**config.mk**
```make
export PLATFORM = sky130hd
export DESIGN_NAME = pll_lock_ctrl
export DESIGN_NICKNAME = d
export VERILOG_FILES = /design/src/rtl/pll_lock_ctrl.sv
export SDC_FILE = /design/constraint.sdc
export NUM_CORES = 1
export LEC_CHECK = 0
export ABC_AREA = 1
export BUFFER_PORTS_ARGS = -buffer_cell sky130_fd_sc_hd__buf_2
export CAP_MARGIN = 10
export CORE_MARGIN = 2
export CORE_UTILIZATION = 56
export CTS_CLUSTER_SIZE = 30
export DETAILED_ROUTE_END_ITERATION = 10
export PLACE_DENSITY = 0.77
export SYNTH_ARGS = -nofsm -noshare
export SYNTH_HDL_FRONTEND = slang
export SYNTH_SLANG_ARGS = --single-unit
```
**constraint.sdc**
```tcl
create_clock -name clk_out -period 3.8 [get_ports clk_out]
set_input_delay 0.95 -clock clk_out [delete_from_list [all_inputs] [get_ports clk_out]]
set_output_delay 0.95 -clock clk_out [all_outputs]
set_load 0.05 [all_outputs]
```
**src/rtl/pll_lock_ctrl.sv**
```systemverilog
// PLL startup sequencer and lock monitor: releases the feedback divider, then
// compares reference and feedback edge counts over back-to-back windows.
module pll_lock_ctrl #(
  parameter int WIN_CYC     = 1000,
  parameter int TOL         = 1,
  parameter int LOCK_WIN    = 4,
  parameter int UNLOCK_WIN  = 2,
  parameter int DIV_RST_CYC = 16,
  parameter int CNT_W       = 16
) (
  input  logic             clk_out,
  input  logic             rst_n,
  input  logic             enable,
  input  logic             ref_clk,
  input  logic             fb_clk,
  output logic             div_rst_n,
  output logic             locked,
  output logic             lock_lost,
  output logic [1:0]       state,
  output logic [CNT_W-1:0] last_ref_cnt,
  output logic [CNT_W-1:0] last_fb_cnt
);
  localparam logic [1:0] IDLE    = 2'd0;
  localparam logic [1:0] DIV_RST = 2'd1;
  localparam logic [1:0] ACQUIRE = 2'd2;
  localparam logic [1:0] LOCKED  = 2'd3;

  localparam int HOLD_W = (DIV_RST_CYC > 1) ? $clog2(DIV_RST_CYC) : 1;
  localparam int GOOD_W = $clog2(LOCK_WIN + 1);
  localparam int BAD_W  = $clog2(UNLOCK_WIN + 1);

  localparam logic [CNT_W-1:0]  CNT_MAX   = '1;
  localparam logic [CNT_W-1:0]  WIN_LAST  = CNT_W'(WIN_CYC - 1);
  localparam logic [CNT_W-1:0]  TOL_C     = CNT_W'(TOL);
  localparam logic [HOLD_W-1:0] HOLD_LAST = HOLD_W'(DIV_RST_CYC - 1);
  localparam logic [GOOD_W-1:0] GOOD_LAST = GOOD_W'(LOCK_WIN - 1);
  localparam logic [BAD_W-1:0]  BAD_LAST  = BAD_W'(UNLOCK_WIN - 1);

  logic [1:0]        state_reg, state_next;
  logic [HOLD_W-1:0] hold_reg, hold_next;
  logic [GOOD_W-1:0] good_reg, good_next;
  logic [BAD_W-1:0]  bad_reg, bad_next;
  logic [CNT_W-1:0]  wcnt_reg, wcnt_next;
  logic              div_rst_n_reg, div_rst_n_next;
  logic              locked_reg, locked_next;
  logic              lost_reg, lost_next;
  logic [CNT_W-1:0]  last_ref_reg, last_ref_next;
  logic [CNT_W-1:0]  last_fb_reg, last_fb_next;

  logic                  running, win_done, win_good;
  logic [1:0]            pin_in, edge_det;
  logic [1:0][CNT_W-1:0] win_total;
  logic [CNT_W-1:0]      cnt_diff;

  assign pin_in   = {fb_clk, ref_clk};
  assign running  = enable && (state_reg == ACQUIRE || state_reg == LOCKED);
  assign win_done = running && (wcnt_reg == WIN_LAST);

  // Channel 0 is the reference, channel 1 the feedback.
  generate
    for (genvar gi = 0; gi < 2; gi++) begin : g_chan
      logic [2:0]       sync_reg;
      logic [CNT_W-1:0] cnt_reg;

      always_ff @(posedge clk_out or negedge rst_n) begin
        if (!rst_n) begin
          sync_reg <= '0;
          cnt_reg  <= '0;
        end else begin
          sync_reg <= {sync_reg[1:0], pin_in[gi]};
          cnt_reg  <= (running && !win_done) ? win_total[gi] : '0;
        end
      end

      assign edge_det[gi]  = sync_reg[1] & ~sync_reg[2];
      // Includes the edge seen in the current cycle so the window's last cycle counts.
      assign win_total[gi] = (cnt_reg == CNT_MAX) ? CNT_MAX
                                                  : cnt_reg + CNT_W'(edge_det[gi]);
    end
  endgenerate

  assign cnt_diff = (win_total[0] >= win_total[1]) ? (win_total[0] - win_total[1])
                                                   : (win_total[1] - win_total[0]);
  assign win_good = (cnt_diff <= TOL_C);

  assign wcnt_next = (running && !win_done) ? (wcnt_reg + CNT_W'(1)) : '0;

  always_comb begin
    state_next     = state_reg;
    hold_next      = hold_reg;
    good_next      = good_reg;
    bad_next       = bad_reg;
    div_rst_n_next = div_rst_n_reg;
    locked_next    = locked_reg;
    lost_next      = 1'b0;
    last_ref_next  = last_ref_reg;
    last_fb_next   = last_fb_reg;

    if (!enable) begin
      state_next     = IDLE;
      hold_next      = '0;
      good_next      = '0;
      bad_next       = '0;
      div_rst_n_next = 1'b0;
      locked_next    = 1'b0;
    end else begin
      case (state_reg)
        IDLE: begin
          state_next     = DIV_RST;
          hold_next      = '0;
          good_next      = '0;
          bad_next       = '0;
          div_rst_n_next = 1'b0;
          locked_next    = 1'b0;
        end
        DIV_RST: begin
          div_rst_n_next = 1'b0;
          if (hold_reg == HOLD_LAST) begin
            state_next     = ACQUIRE;
            hold_next      = '0;
            div_rst_n_next = 1'b1;
          end else begin
            hold_next = hold_reg + HOLD_W'(1);
          end
        end
        ACQUIRE: begin
          if (win_done) begin
            last_ref_next = win_total[0];
            last_fb_next  = win_total[1];
            if (!win_good) begin
              good_next = '0;
            end else if (good_reg == GOOD_LAST) begin
              state_next  = LOCKED;
              locked_next = 1'b1;
              good_next   = '0;
              bad_next    = '0;
            end else begin
              good_next = good_reg + GOOD_W'(1);
            end
          end
        end
        default: begin
          if (win_done) begin
            last_ref_next = win_total[0];
            last_fb_next  = win_total[1];
            if (win_good) begin
              bad_next = '0;
            end else if (bad_reg == BAD_LAST) begin
              // Divider keeps running; only the lock search restarts.
              state_next  = ACQUIRE;
              locked_next = 1'b0;
              lost_next   = 1'b1;
              good_next   = '0;
              bad_next    = '0;
            end else begin
              bad_next = bad_reg + BAD_W'(1);
            end
          end
        end
      endcase
    end
  end

  always_ff @(posedge clk_out or negedge rst_n) begin
    if (!rst_n) begin
      state_reg     <= IDLE;
      hold_reg      <= '0;
      good_reg      <= '0;
      bad_reg       <= '0;
      wcnt_reg      <= '0;
      div_rst_n_reg <= 1'b0;
      locked_reg    <= 1'b0;
      lost_reg      <= 1'b0;
      last_ref_reg  <= '0;
      last_fb_reg   <= '0;
    end else begin
      state_reg     <= state_next;
      hold_reg      <= hold_next;
      good_reg      <= good_next;
      bad_reg       <= bad_next;
      wcnt_reg      <= wcnt_next;
      div_rst_n_reg <= div_rst_n_next;
      locked_reg    <= locked_next;
      lost_reg      <= lost_next;
      last_ref_reg  <= last_ref_next;
      last_fb_reg   <= last_fb_next;
    end
  end

  assign state        = state_reg;
  assign div_rst_n    = div_rst_n_reg;
  assign locked       = locked_reg;
  assign lock_lost    = lost_reg;
  assign last_ref_cnt = last_ref_reg;
  assign last_fb_cnt  = last_fb_reg;

endmodule

```
# Word-level counts from Yosys, hierarchy flattened
# Cells that the tools add are included.
# W data, S select, Z words.
classes:
  add_sub_neg: 8
  order_cmp: 2
  eq_ne: 22
  muxes: 50
  n_bitwise: 5
  reduce_logical: 13
op_table:
  columns: ["cell", "n"]
  rows:
  - ["$mux W16", 6]
  - ["$add A16 B1 Y16", 2]
  - ["$eq A16 B16 Y1 const B", 2]
  - ["$sub A16 B16 Y16", 2]
  - ["$mux W2", 15]
  - ["$mux W3", 7]
  - ["$add A16 B1 Y16 const B", 1]
  - ["$eq A16 B10 Y1 const B", 1]
  - ["$ge A16 B16 Y1", 1]
  - ["$le A16 B1 Y1 const B", 1]
  - ["$mux W1", 14]
  - ["$reduce_and A7 Y1", 2]
  - ["$ne A4 B1 Y1 const B", 3]
  - ["$pmux W2 S3", 2]
  - ["$reduce_and A5 Y1", 2]
  - ["$ne A3 B3 Y1 const B", 3]
  - ["$pmux W3 S3", 1]
  - ["$mux W4", 2]
  - ["$pmux W4 S2", 1]
  - ["$ne A3 B1 Y1 const B", 2]
  - ["$ne A5 B1 Y1 const B", 1]
  - ["$ne A5 B2 Y1 const B", 1]
  - ["$add A4 B1 Y4 const B", 1]
  - ["$eq A2 B1 Y1 const B", 2]
  - ["19 further kinds", 25]
totals:
  reg_bits: 100
  in_bits: 5

# Longest topological paths before layout
logic_depth:
  word_depth: 11
  depth_mapped: 36

# Least setup slack after synthesis
# Ideal clock, no wire load.
synth_timing:
  path_type: "register to register"
  start: "reg g_chan[0].sync_reg[2]"
  end: "reg state_reg[0], in the netlist state[0]"
  setup_ns: 0.120
  arrival_ns: 3.720
  required_time_ns: 3.680
  slack_ns: -0.040
  stages_incl_launch_ff: 31
  n_path_buf: 2
  synth_period_minus_slack_ns: 3.840
  cell_sequence: "dfrtp_1 -> nor2_1 -> ha_1 -> nand3_1 -> nor2_1 -> inv_1 -> nor3_1 -> inv_1 -> nor2_1 -> nand3_1 -> o21ai_0 -> nand2_1 -> a31oi_1 -> inv_1 -> ha_1 -> buf_2 -> nand2_2 -> nor2_1 -> and3_2 -> nand2_4 -> nand2_4 -> buf_6 -> nand2_1 -> nand2_1 -> nand2_2 -> nor3_4 -> nand3_2 -> a21oi_2 -> nand3_1 -> nand2_1 -> nand2_1"
synth_lines:
  columns: ["element", "line_no", "source"]
  rows:
  - ["start, declared", "62", "logic [2:0] sync_reg;"]
  - ["start signal, assigned", "70", "sync_reg <= {sync_reg[1:0], pin_in[gi]};"]
  - ["end signal, assigned", "177", "state_reg <= state_next;"]
  - ["end, declared", "39", "logic [1:0] state_reg, state_next;"]

==> impl_metrics.py <==
metrics = {
    "status": {
        "status": "complete, but fails checks",
        "violations": "negative setup slack",
    },
    "power": {
        "power.internal_mw": 1.906,
        "pwr-share-seq_pct": 39.9,
        "p_comb_share_pct": 26.4,
        "ir_worst_vdd_v": 0.0003800,
        "leakage_nw": 5.025,
        "p_clk_share_pct": 33.7,
        "sw_frac_of_total_pct": 33.20,
        "finalPower_mw": 2.853,
        "p_per_area_nw_per_um2": 323.6,
        "switching_power_uw": 947.4,
    },
    "yosys": {
        "synth_area_per_cell_um2": 6.745,
        "synth_top_area_share_pct": 35.91,
        "synth_edf_count": 0,
        "synthTopCellsByArea": "dfrtp_1 36%, nand2_1 17%, inv_1 9.5%, ha_1 7.5%, nor2_1 6.8%",
        "synth_cell_types": 39,
        "yosysTopAreaCell": "dfrtp_1",
        "syn_inst": 1033,
        "ys_ff_latch": 100,
        "seq_area_frac_synth_pct": 35.91,
        "async_flop_share_pct": 100.0,
        "synthesis.nets": 1082,
        "synth_commonest_cells": "316 x nand2_1, 176 x inv_1, 126 x nor2_1",
        "synth_warnings": 0,
        "yosysMostFrequentCell": "nand2_1",
        "synth.cell_area_um2": 6968,
        "synthFlopType": "dfrtp_1",
    },
    "timing": {
        "hold_viol": 0,
        "fin_crit_ns": 4.173,
        "slew_viol_final": 0,
        "hold_ws_ns": 0.3635,
        "finalSetupViolCount": 9,
        "skew_ns": 0.01016,
        "relSlewSlack_pct": 46.76,
        "clock.fmax_ghz": 0.2396,
        "finalCritPeriodShare_pct": 109.8,
        "final.setup.worst_slack_ns": -0.3735,
        "worstMarginPinSlew_ns": 0.7986,
        "rsz0062_at_grt": "true",
    },
    "layout": {
        "drive_above_1_share_pct": 21.35,
        "areaGrowthSynthToFinish_pct": 26.56,
        "fin_util_pct": 73.11,
        "diodes": 0,
        "fin_cells": 1353,
        "largest_reg_flops": 32,
        "nets": 1229,
    },
    "clocking": {
        "cts_tree": "done",
        "clk_pin_slew_worst_paths_ns": 0.07,
        "postCtsHoldBufs": 0,
        "clock-root-buffer": "clkbuf_16",
        "htreeDepth": 3,
        "cts_buffers": 9,
        "clkLatencyLatePin_ns": 0.35,
        "clkSinkCount": 100,
        "clockBufferDepth": 2,
    },
    "run": {
        "cap_violations": 0,
    },
    "setup_path": {
        "reg2reg_depth": 30,
        "cp_data_arrival_time_ns": 4.42,
        "end_kind": "register",
        "cp_max_fo": 7,
        "rrSetupSlack_ns": -0.37,
        "critPathLaunch": "g_chan[0].sync_reg[1]",
        "path_class": "register to register",
        "r2r-start": "g_chan[0].sync_reg[1]",
        "critical-path-max-stage-delay_ns": 0.35,
        "crit_slowest_cell": "dfrtp_1",
        "worstReg2RegEnd": "locked",
        "crit_end": "locked",
        "crit_buf_inv": 5,
        "crit_path_start_kind": "register",
        "crit_required_ns": 4.05,
        "crit_family": "simple AND/OR/NAND/NOR gates",
        "path_depth": 30,
    },
    "global_routing": {
        "grt_pass1_wl_um": 31400,
        "grt_max_degree": 64,
        "antenna_found_initial": 1,
        "grt_pass1_vias": 6703,
        "grt_usage_pct": 30.11,
        "gr-total-overflow": 0,
    },
    "detailed_routing": {
        "drt_wl_total_um": 19090,
        "drc": 0,
        "wl_per_cell_um": 14.11,
        "vias": 6959,
        "viasPerCell": 5.143,
        "ant_nets": 0,
        "drtPass1Iterations": 5,
        "detail_route.iter0.violations": 545,
    },
    "floorplanning": {
        "die_y_um": 115.5,
        "start_util_pct": 57.77,
        "die-area_um2": 13350,
        "coreArea_um2": 12060,
        "die_x_um": 115.5,
        "rows": 40,
        "pin_count": 42,
    },
    "placed_design": {
        "dpl.cell_count": 1320,
        "port-buffer-count": 41,
        "finalWeightedCongestion": 1.025,
        "dp_hpwl_um": 14360,
    },
    "hold_path": {
        "hp-class": "register to register",
    },
}
timing repair:
action	in CTS	in global routing
cloned	2	0
pin swaps	3	24
endpoints found under the hold margin	0	0
endpoints found under the setup margin	9	9
resized for setup	45	35
setup buffers	9	6
cell usage in the layout, fill, tap and decap left out, drive strengths merged, types with 2 or more instances in the layout:
cell    synthesis  routed
nand2         324     325
clkinv          1       3
ha             42      42
fa              2       2
xnor2           4       4
nor3           18      18
buf             6     151
xor2           16      16
nor3b           3       3
nand3          64      64
a21o            3       3
nor2          133     133
nand3b          5       5
a21boi          2       2
clkbuf         11      11
nor4            6       6
nand4          19      19
dfrtp         100     100
o21ai          54      54
and3            2       2
a21oi          35      36
inv           178     180
metal layers:
metal  vias to the layer above  share of wire [%]  routed length (µm)  track usage, %
met3                        40                5.8                1116           6.172
met1                      3206                 45                8602           40.66
met5                         -              0.068                  13               0
met2                       196                 46                8871           48.77
li1                       3515                  -                   -               -
met4                         2                2.5                 483           9.880
power groups by stage:
stage	Combinational [mW]	Clock (mW)	Sequential, mW
floorplan	0.447	0	1.19
global placement	0.652	0	1.15
detailed placement	0.667	0	1.15
CTS	0.709	0.972	1.14
global route	0.845	1.02	1.14
finish	0.753	0.962	1.14
metrics by stage:
| stage | area [µm²] | setup WS (ns) | TNS, ns |
|---|---|---|---|
| 4_1_cts | 8646 | -0.1200 | -0.5681 |
| 2_1_floorplan | 6982 | 0.004932 | 0 |
| 6_report | 8818 | -0.3735 | -2.693 |
| 3_3_place_gp | 8048 | -0.1491 | -0.7148 |
| 5_1_grt | 8818 | -0.6628 | -5.258 |
| 3_5_place_dp | 8048 | -0.2724 | -1.698 |
kinds of logic (layout without fill, tap and decap cells):
kind of cell | Yosys count | in the layout | synth area share, %
AOI/OAI and AO/OA | 97 | 98 | 7.542
adders and majority gates | 44 | 44 | 8.116
xor gates and xnor gates | 20 | 20 | 2.514
DFF | 100 | 100 | 35.91
and+or+nand+nor | 575 | 576 | 34.96
muxes | 1 | 1 | 0.1616
buffers and inverters | 196 | 346 | 10.79
worst min-delay path by stage:
stage                           from                    end  slack, ns  cells after the start
4_1_cts        g_chan[1].sync_reg[0]  g_chan[1].sync_reg[1]       0.37                      0
3_3_place_gp   g_chan[1].sync_reg[0]  g_chan[1].sync_reg[1]       0.35                      0
5_1_grt        g_chan[1].sync_reg[0]  g_chan[1].sync_reg[1]       0.37                      0
2_1_floorplan  g_chan[0].sync_reg[0]  g_chan[0].sync_reg[1]       0.33                      0
6_report       g_chan[1].sync_reg[0]  g_chan[1].sync_reg[1]       0.36                      0
3_5_place_dp   g_chan[1].sync_reg[0]  g_chan[1].sync_reg[1]       0.34                      0
area by class of cell:
class,count,area [µm²]
Clock buffer,11,252.7
Clock inverter,5,57.56
Fill cell,982,3243
Inverter,179,676.9
Multi-Input combinational cell,739,4065
Sequential cell,100,2502
Tap cell,168,210.2
Timing Repair Buffer,151,1054
(Power assumes the default switching activity.)
